File: src/rtl/gate_bist_pkg.sv
// gate_bist_pkg: shared types and constants for the 2-input gate BIST.
//   state_t  : controller states
//   vec_at() : Gray-ordered vector sequence {A,B} = 00,10,11,01
//   TT_*     : expected truth tables, bit i = y for {A,B} = i
package gate_bist_pkg;

  typedef enum logic [1:0] {
    IDLE  = 2'd0,
    DRIVE = 2'd1,
    DONE  = 2'd2
  } state_t;

  // Vector index sequence, one input toggles per step
  localparam logic [1:0] VEC_SEQ [4] = '{2'd0, 2'd2, 2'd3, 2'd1};

  localparam logic [3:0] TT_NAND = 4'b0111;
  localparam logic [3:0] TT_AND  = 4'b1000;
  localparam logic [3:0] TT_OR   = 4'b1110;
  localparam logic [3:0] TT_NOR  = 4'b0001;
  localparam logic [3:0] TT_XOR  = 4'b0110;

  function automatic logic [1:0] vec_at(input logic [1:0] idx);
    logic [1:0] v;
    case (idx)
      2'd0:    v = VEC_SEQ[0];
      2'd1:    v = VEC_SEQ[1];
      2'd2:    v = VEC_SEQ[2];
      default: v = VEC_SEQ[3];
    endcase
    return v;
  endfunction

endpackage

File: src/rtl/gate_bist.sv
// gate_bist: self-test controller for a 2-input combinational gate.
// Sweeps {A,B} through 00,10,11,01, holding each for SETTLE_CYCLES and
// sampling y_in on the last held cycle, then checks against EXP_TRUTH.
//
// state | meaning
// IDLE  | waiting for start; results from the last run held
// DRIVE | applying vectors and sampling y_in
// DONE  | one-cycle done pulse; cont selects rerun or idle
//
// Ports:
//   clk, rst          : clock, synchronous active-high reset
//   start, cont       : begin a run (IDLE only), continuous rerun (DONE only)
//   y_in              : gate under test output
//   a_out, b_out      : gate under test inputs
//   busy, done        : run in progress, end-of-run pulse
//   pass              : last completed run and all since start were clean
//   fail_mask, err_cnt: per-combination fail flags, saturating error count
module gate_bist
  import gate_bist_pkg::*;
#(
  parameter int unsigned SETTLE_CYCLES = 1,
  parameter logic [3:0]  EXP_TRUTH     = TT_NAND,
  parameter int unsigned ERR_W         = 8
) (
  input  logic             clk,
  input  logic             rst,
  input  logic             start,
  input  logic             cont,
  input  logic             y_in,
  output logic             a_out,
  output logic             b_out,
  output logic             busy,
  output logic             done,
  output logic             pass,
  output logic [3:0]       fail_mask,
  output logic [ERR_W-1:0] err_cnt
);

  localparam logic [7:0] CNT_LAST = 8'(SETTLE_CYCLES - 1);

  state_t           state_q, state_d;
  logic [7:0]       cnt_q, cnt_d;
  logic [1:0]       idx_q, idx_d;
  logic             a_q, a_d, b_q, b_d;
  logic             busy_q, busy_d, done_q, done_d, pass_q, pass_d;
  logic [3:0]       mask_q, mask_d;
  logic [ERR_W-1:0] err_q, err_d;

  logic       sample_edge, last_vec, mismatch;
  logic [3:0] mask_hit;

  assign sample_edge = (state_q == DRIVE) && (cnt_q == CNT_LAST);
  assign last_vec    = (idx_q == 2'd3);
  assign mismatch    = (y_in != EXP_TRUTH[{a_q, b_q}]);
  assign mask_hit    = (sample_edge && mismatch) ? (4'b0001 << {a_q, b_q}) : 4'b0000;

  always_ff @(posedge clk) begin
    if (rst) begin
      state_q <= IDLE;
      cnt_q   <= '0;
      idx_q   <= '0;
      a_q     <= 1'b0;
      b_q     <= 1'b0;
      busy_q  <= 1'b0;
      done_q  <= 1'b0;
      pass_q  <= 1'b0;
      mask_q  <= '0;
      err_q   <= '0;
    end else begin
      state_q <= state_d;
      cnt_q   <= cnt_d;
      idx_q   <= idx_d;
      a_q     <= a_d;
      b_q     <= b_d;
      busy_q  <= busy_d;
      done_q  <= done_d;
      pass_q  <= pass_d;
      mask_q  <= mask_d;
      err_q   <= err_d;
    end
  end

  always_comb begin
    state_d = state_q;
    case (state_q)
      IDLE:    if (start) state_d = DRIVE;
      DRIVE:   if (sample_edge && last_vec) state_d = DONE;
      DONE:    state_d = cont ? DRIVE : IDLE;
      default: state_d = IDLE;
    endcase
  end

  always_comb begin
    cnt_d  = cnt_q;
    idx_d  = idx_q;
    a_d    = a_q;
    b_d    = b_q;
    busy_d = busy_q;
    done_d = 1'b0;
    pass_d = pass_q;
    mask_d = mask_q;
    err_d  = err_q;
    case (state_q)
      IDLE: begin
        if (start) begin
          cnt_d  = '0;
          idx_d  = '0;
          a_d    = 1'b0;
          b_d    = 1'b0;
          busy_d = 1'b1;
          pass_d = 1'b0;
          mask_d = '0;
          err_d  = '0;
        end
      end
      DRIVE: begin
        if (sample_edge) begin
          mask_d = mask_q | mask_hit;
          if (mismatch && (err_q != {ERR_W{1'b1}})) err_d = err_q + 1'b1;
          cnt_d = '0;
          if (last_vec) begin
            idx_d  = '0;
            a_d    = 1'b0;
            b_d    = 1'b0;
            busy_d = 1'b0;
            done_d = 1'b1;
            // mask accumulates since start, so clean mask covers both this run and earlier ones
            pass_d = ((mask_q | mask_hit) == 4'b0000);
          end else begin
            idx_d      = idx_q + 2'd1;
            {a_d, b_d} = vec_at(idx_q + 2'd1);
          end
        end else begin
          cnt_d = cnt_q + 8'd1;
        end
      end
      DONE: begin
        cnt_d  = '0;
        idx_d  = '0;
        a_d    = 1'b0;
        b_d    = 1'b0;
        busy_d = cont;
      end
      default: begin
        busy_d = 1'b0;
      end
    endcase
  end

  assign a_out     = a_q;
  assign b_out     = b_q;
  assign busy      = busy_q;
  assign done      = done_q;
  assign pass      = pass_q;
  assign fail_mask = mask_q;
  assign err_cnt   = err_q;

endmodule

File: config.mk
export PLATFORM = sky130hd
export DESIGN_NAME = gate_bist
export DESIGN_NICKNAME = d
export VERILOG_FILES = /design/src/rtl/gate_bist_pkg.sv /design/src/rtl/gate_bist.sv
export SDC_FILE = /design/constraint.sdc
export NUM_CORES = 1
export LEC_CHECK = 0
export ABC_AREA = 1
export CELL_PAD_IN_SITES_DETAIL_PLACEMENT = 1
export CELL_PAD_IN_SITES_GLOBAL_PLACEMENT = 1
export CORE_ASPECT_RATIO = 1.5
export CORE_MARGIN = 4
export CORE_UTILIZATION = 38
export DETAILED_ROUTE_END_ITERATION = 8
export PLACE_DENSITY = 0.9
export SLEW_MARGIN = 10
export SYNTH_ARGS = -nofsm -noshare
export SYNTH_HDL_FRONTEND = slang
export SYNTH_SLANG_ARGS = --single-unit
File: constraint.sdc
create_clock -name clk -period 2.2 [get_ports clk]
set_clock_uncertainty 0.1 [all_clocks]
set_input_delay 0.44 -clock clk [delete_from_list [all_inputs] [get_ports clk]]
set_output_delay 0.44 -clock clk [all_outputs]
set_load 0.02 [all_outputs]
# Yosys cells after proc, flatten, opt, wreduce, memory -nomap -nowiden
# Index checks and enable logic that the tools add are counted.
# classes
add_sub_neg,3
mul,0
n_div,0
order_cmp,1
eq_ne,12
n_shift,1
n_mux,36
n_bitwise,3
reduce_logical,18
# op_table
operator,n
$mux W8,4
$pmux W8 S3,1
$pmux W2 S3,3
$add A8 B1 Y8 const B,2
$pmux W8 S2,1
$mux W1,13
$mux W4,3
$mux W2,5
$pmux W1 S3,3
$reduce_and A3 Y1,3
$logic_not A8 Y1,1
$ne A8 B8 Y1 const B,1
$pmux W4 S2,1
$reduce_and A4 Y1,2
$eq A2 B2 Y1 const B,3
$ne A2 B2 Y1 const B,3
$eq A2 B1 Y1 const B,2
$logic_and A1 B1 Y1,4
$logic_not A2 Y1,2
$logic_not A4 Y1,1
$ne A2 B1 Y1 const B,2
$or A4 B4 Y4,1
$reduce_and A2 Y1,2
$shl A1 B2 Y4 const A,1
other kinds (9),10
# totals
regBits,29
latch_bits,0
ramBits,0
romBits,0
input_bits,5
out_inout_bits,17
word_cells,84
mem_count,0

# Longest topological paths before layout
# logic_depth
ltp_word,10
ltp_mapped,11

# Worst setup path after synthesis
# OpenSTA, ideal clock, no wires.
# synth_timing
path_type,register to register
start,reg err_q[0] (netlist: err_cnt[0])
end,reg err_q[4] (netlist: err_cnt[4])
setup_ns,0.119
t_arrival_ns,1.515
t_required_ns,1.981
slack_ns,0.467
path_stages_with_launch,12
n_path_buf,1
period_less_slack_ns,1.733
cell_sequence,dfxtp_1 ha_1 nand2_1 inv_1 nand2_1 o21ai_0 nand2_1 nand2_2 buf_6 nor2_1 o21ai_0 nor2_1
# synth_via
elab_chain_cells,4
# synth_lines
item,line_no,source
from (decl),gate_bist.sv:47,"logic [ERR_W-1:0] err_q, err_d;"
from (signal assigned),gate_bist.sv:79,err_q <= err_d;
$add A8 B1 Y8 / $ne A8 B8 Y1 (equally long branches),gate_bist.sv:119,if (mismatch && (err_q != {ERR_W{1'b1}})) err_d = err_q + 1'b1;
$mux W8 / $logic_and A1 B1 Y1 (equally long branches),gate_bist.sv:119,
$mux W8 / $ne A2 B1 Y1 (equally long branches),n/a,
$pmux W8 S2 / $reduce_and A4 Y1 (equally long branches),n/a,
# Several ways; a longest one is shown, not always the timed one. The select of a mux whose other input is x is not followed.
# A chain may end at the register's enable or synchronous reset.

==> out/metrics.yaml <==
cts:
  postCtsSetupBuffers: 0
  tritoncts: "yes"
  cts-root-buf: "clkbuf_8"
  htreeDepth: 1
  clk-insertion-delay-late_ns: 0.28
  cts_buffers: 3
  clock-sinks: 28
  clk_pin_slew_ns: 0.10
  post_cts_resized: 0
  ctsHoldBuffers: 0
  clk_path_buf_depth: 2
drt:
  drt-total-wl_um: 3890
  drt-initial-drc-count: 25
  antenna_left: 0
  drt_first_pass_iters: 4
  dr_wl_met2_um: 2070
  vias: 1416
  met1_length_um: 1630
  vias_per_cell: 5.19
  drcViolationCount: 0
  wl_per_cell_um: 14.2
  wl_met3_um: 91
  top_layer: "met4"
synth:
  syn_area_mm2: 0.00148
  synth.yosys.warnings: 0
  synth-seq-cells: 28
  synthDistinctLibCells: 30
  async_flop_share_pct: 0
  synth_area_leaders: "dfxtp_1 38%, nand2_1 10%, inv_1 7.6%, nor2_1 6.1%, a21oi_1 5.1%"
  synth_ff_type: "dfxtp_1"
  yosysTopAreaCellShare_pct: 37.9
  syn_nets: 216
  seq_area_frac_synth_pct: 37.9
  syn_inst: 207
  yosys.area.top_type: "dfxtp_1"
  syn_area_per_cell_um2: 7.14
  synth_edf_count: 0
worst_setup_path:
  cp.arrival_ns: 1.36
  path_buf_inv: 1
  path_cells: "clkdlybuf4s50_1"
  critical_path_class: "flip-flop to output port"
  critPathMaxFanout: 6
  cp_top_family: "buffers and inverters"
  cp-start-kind: "flip-flop"
  cpMaxStageDelayCell: "clkdlybuf4s50_1"
  cpPeakStageDelay_ns: 0.64
  cp.required_ns: 1.66
  cp-end-kind: "output port"
power_and_ir_drop:
  p_per_area_mw_per_mm2: 613
  combPwrFrac_pct: 14.2
  p_seq_share_pct: 48.1
  ir_drop_mv: 0.325
  pwr-share-clk_pct: 37.7
  p_sw_w: 0.000287
  p_int_w: 0.000816
  power_switching_share_pct: 26.0
  leakagePower_nw: 0.733
cells_and_area:
  nets: 240
  fin_util_pct: 48.4
  drive_above_1_share_pct: 8.70
  num_antenna_cells: 0
  final_common_cell: "nand2_1"
  num-fill-cells: 477
  syn_to_final_growth_pct: 21.7
  layout_common_cells: "40 x nand2_1, 30 x inv_1, 28 x dfxtp_1"
global_route:
  grt_pass1_vias: 1408
  overflow: 0
  grt_max_degree: 17
  grt_pass1_wl_um: 6530
  grt_usage_pct: 16.7
  antenna_found_initial: 0
floorplan:
  core_area_mm2: 0.00372
  die_h_um: 84.4
  io_pins: 22
  die_w_um: 58.9
  num_rows: 27
  die_area_mm2: 0.00497
  start_util_pct: 39.8
outcome:
  outcome: "complete, no violations"
sta:
  timing.final.hold_violations: 0
  fmax_mhz: 526
  tns_ns: 0
  setup_viol: 0
  period_needed_ns: 1.90
  worstMarginPinSlew_ns: 0.340
  finalCritPeriodShare_pct: 86.4
  maxSlewViolCount: 0
  slew_headroom_pct: 77.3
  grt_setup_unrepaired: "no"
placed_design:
  dp_hpwl_um: 3010
  place.gp.congestion: 0.846
  port_buffers: 21
worst_hold_path:
  hold_class: "flip-flop to flip-flop"
flow_run:
  cap_violations: 0
layout make-up:
type	count	area [um^2]	share of cell area [%]
multi-input cells	145	779	43.3
flip-flops and latches	28	561	31.2
repair buffers	22	218	12.1
inverters	31	116	6.47
well taps	43	53.8	2.99
clock buffers	3	41.3	2.29
clock inverters	1	30.0	1.67
logic make-up after synthesis:
family / synth area share, %
xor+xnor: 1.78
simple gates: 31.5
compound gates: 16.1
fa+ha+maj: 3.38
flops: 37.9
buf+inv: 9.39
final timing paths:
check                  start          to  slack [ns]  depth (start not counted)
hold reg to reg         pass        pass        0.38                          2
hold / removal          pass        pass        0.38                          2
setup reg to reg  err_cnt[0]  err_cnt[3]        0.39                         10
setup / recovery    idx_q[1]       b_out        0.30                          1
layer usage:
metal | GRT usage, % | vias to the layer above
met5 | 0 | -
li1 | - | 717
met4 | 6.19 | 0
met3 | 1.85 | 7
met1 | 19.3 | 673
met2 | 30.3 | 19
metrics by stage:
stage	instance area [um^2]	hold WS, ns	total power, W	worst slack [ns]	instances
after global placement	1730	0.355	0.000693	0.157	269
after detailed placement	1730	0.365	0.000699	0.143	269
after floorplan	1480	0.356	0.000652	0.467	207
after CTS	1800	0.381	0.00111	0.288	273
final	1800	0.379	0.00110	0.299	273
after global routing	1800	0.421	0.00115	0.163	273
flip-flops by register name (all words and copies together) (netlist names):
name,cells
a_out,1
busy,1
cnt_q,8
done,1
err_cnt,8
fail_mask,4
idx_q,2
pass,1
state_q,2
power groups by stage:
stage	Combinational (W)	Clock [W]	Sequential (W)
2_1_floorplan	0.000102	0	0.000549
3_3_place_gp	0.000151	0	0.000542
3_5_place_dp	0.000156	0	0.000543
4_1_cts	0.000159	0.000420	0.000531
5_1_grt	0.000175	0.000437	0.000533
6_report	0.000157	0.000415	0.000531
Yosys cell counts (2+ instances only):
master / n
nand4_1: 3
a211oi_1: 4
xor2_1: 2
nand2_2: 4
nand3b_1: 2
a21oi_1: 15
o21ai_0: 11
nor2_2: 4
o21ai_2: 2
o21bai_1: 3
nand2_4: 2
nor2_1: 24
inv_1: 30
dfxtp_1: 28
nor3_1: 4
a221oi_1: 2
ha_1: 4
nand2_1: 40
nand3_1: 12
worst reg2reg max path, stage by stage (launching register included):
cell and delay [ns]:
dfxtp_1 0.41, ha_1 0.20, nand2_1 0.06, inv_1 0.10
nand2_1 0.11, o21ai_0 0.17, nand2_1 0.08, nand2_2 0.21
inv_2 0.11, nand3_1 0.08, a21oi_1 0.07
(Power assumes the default switching activity.)
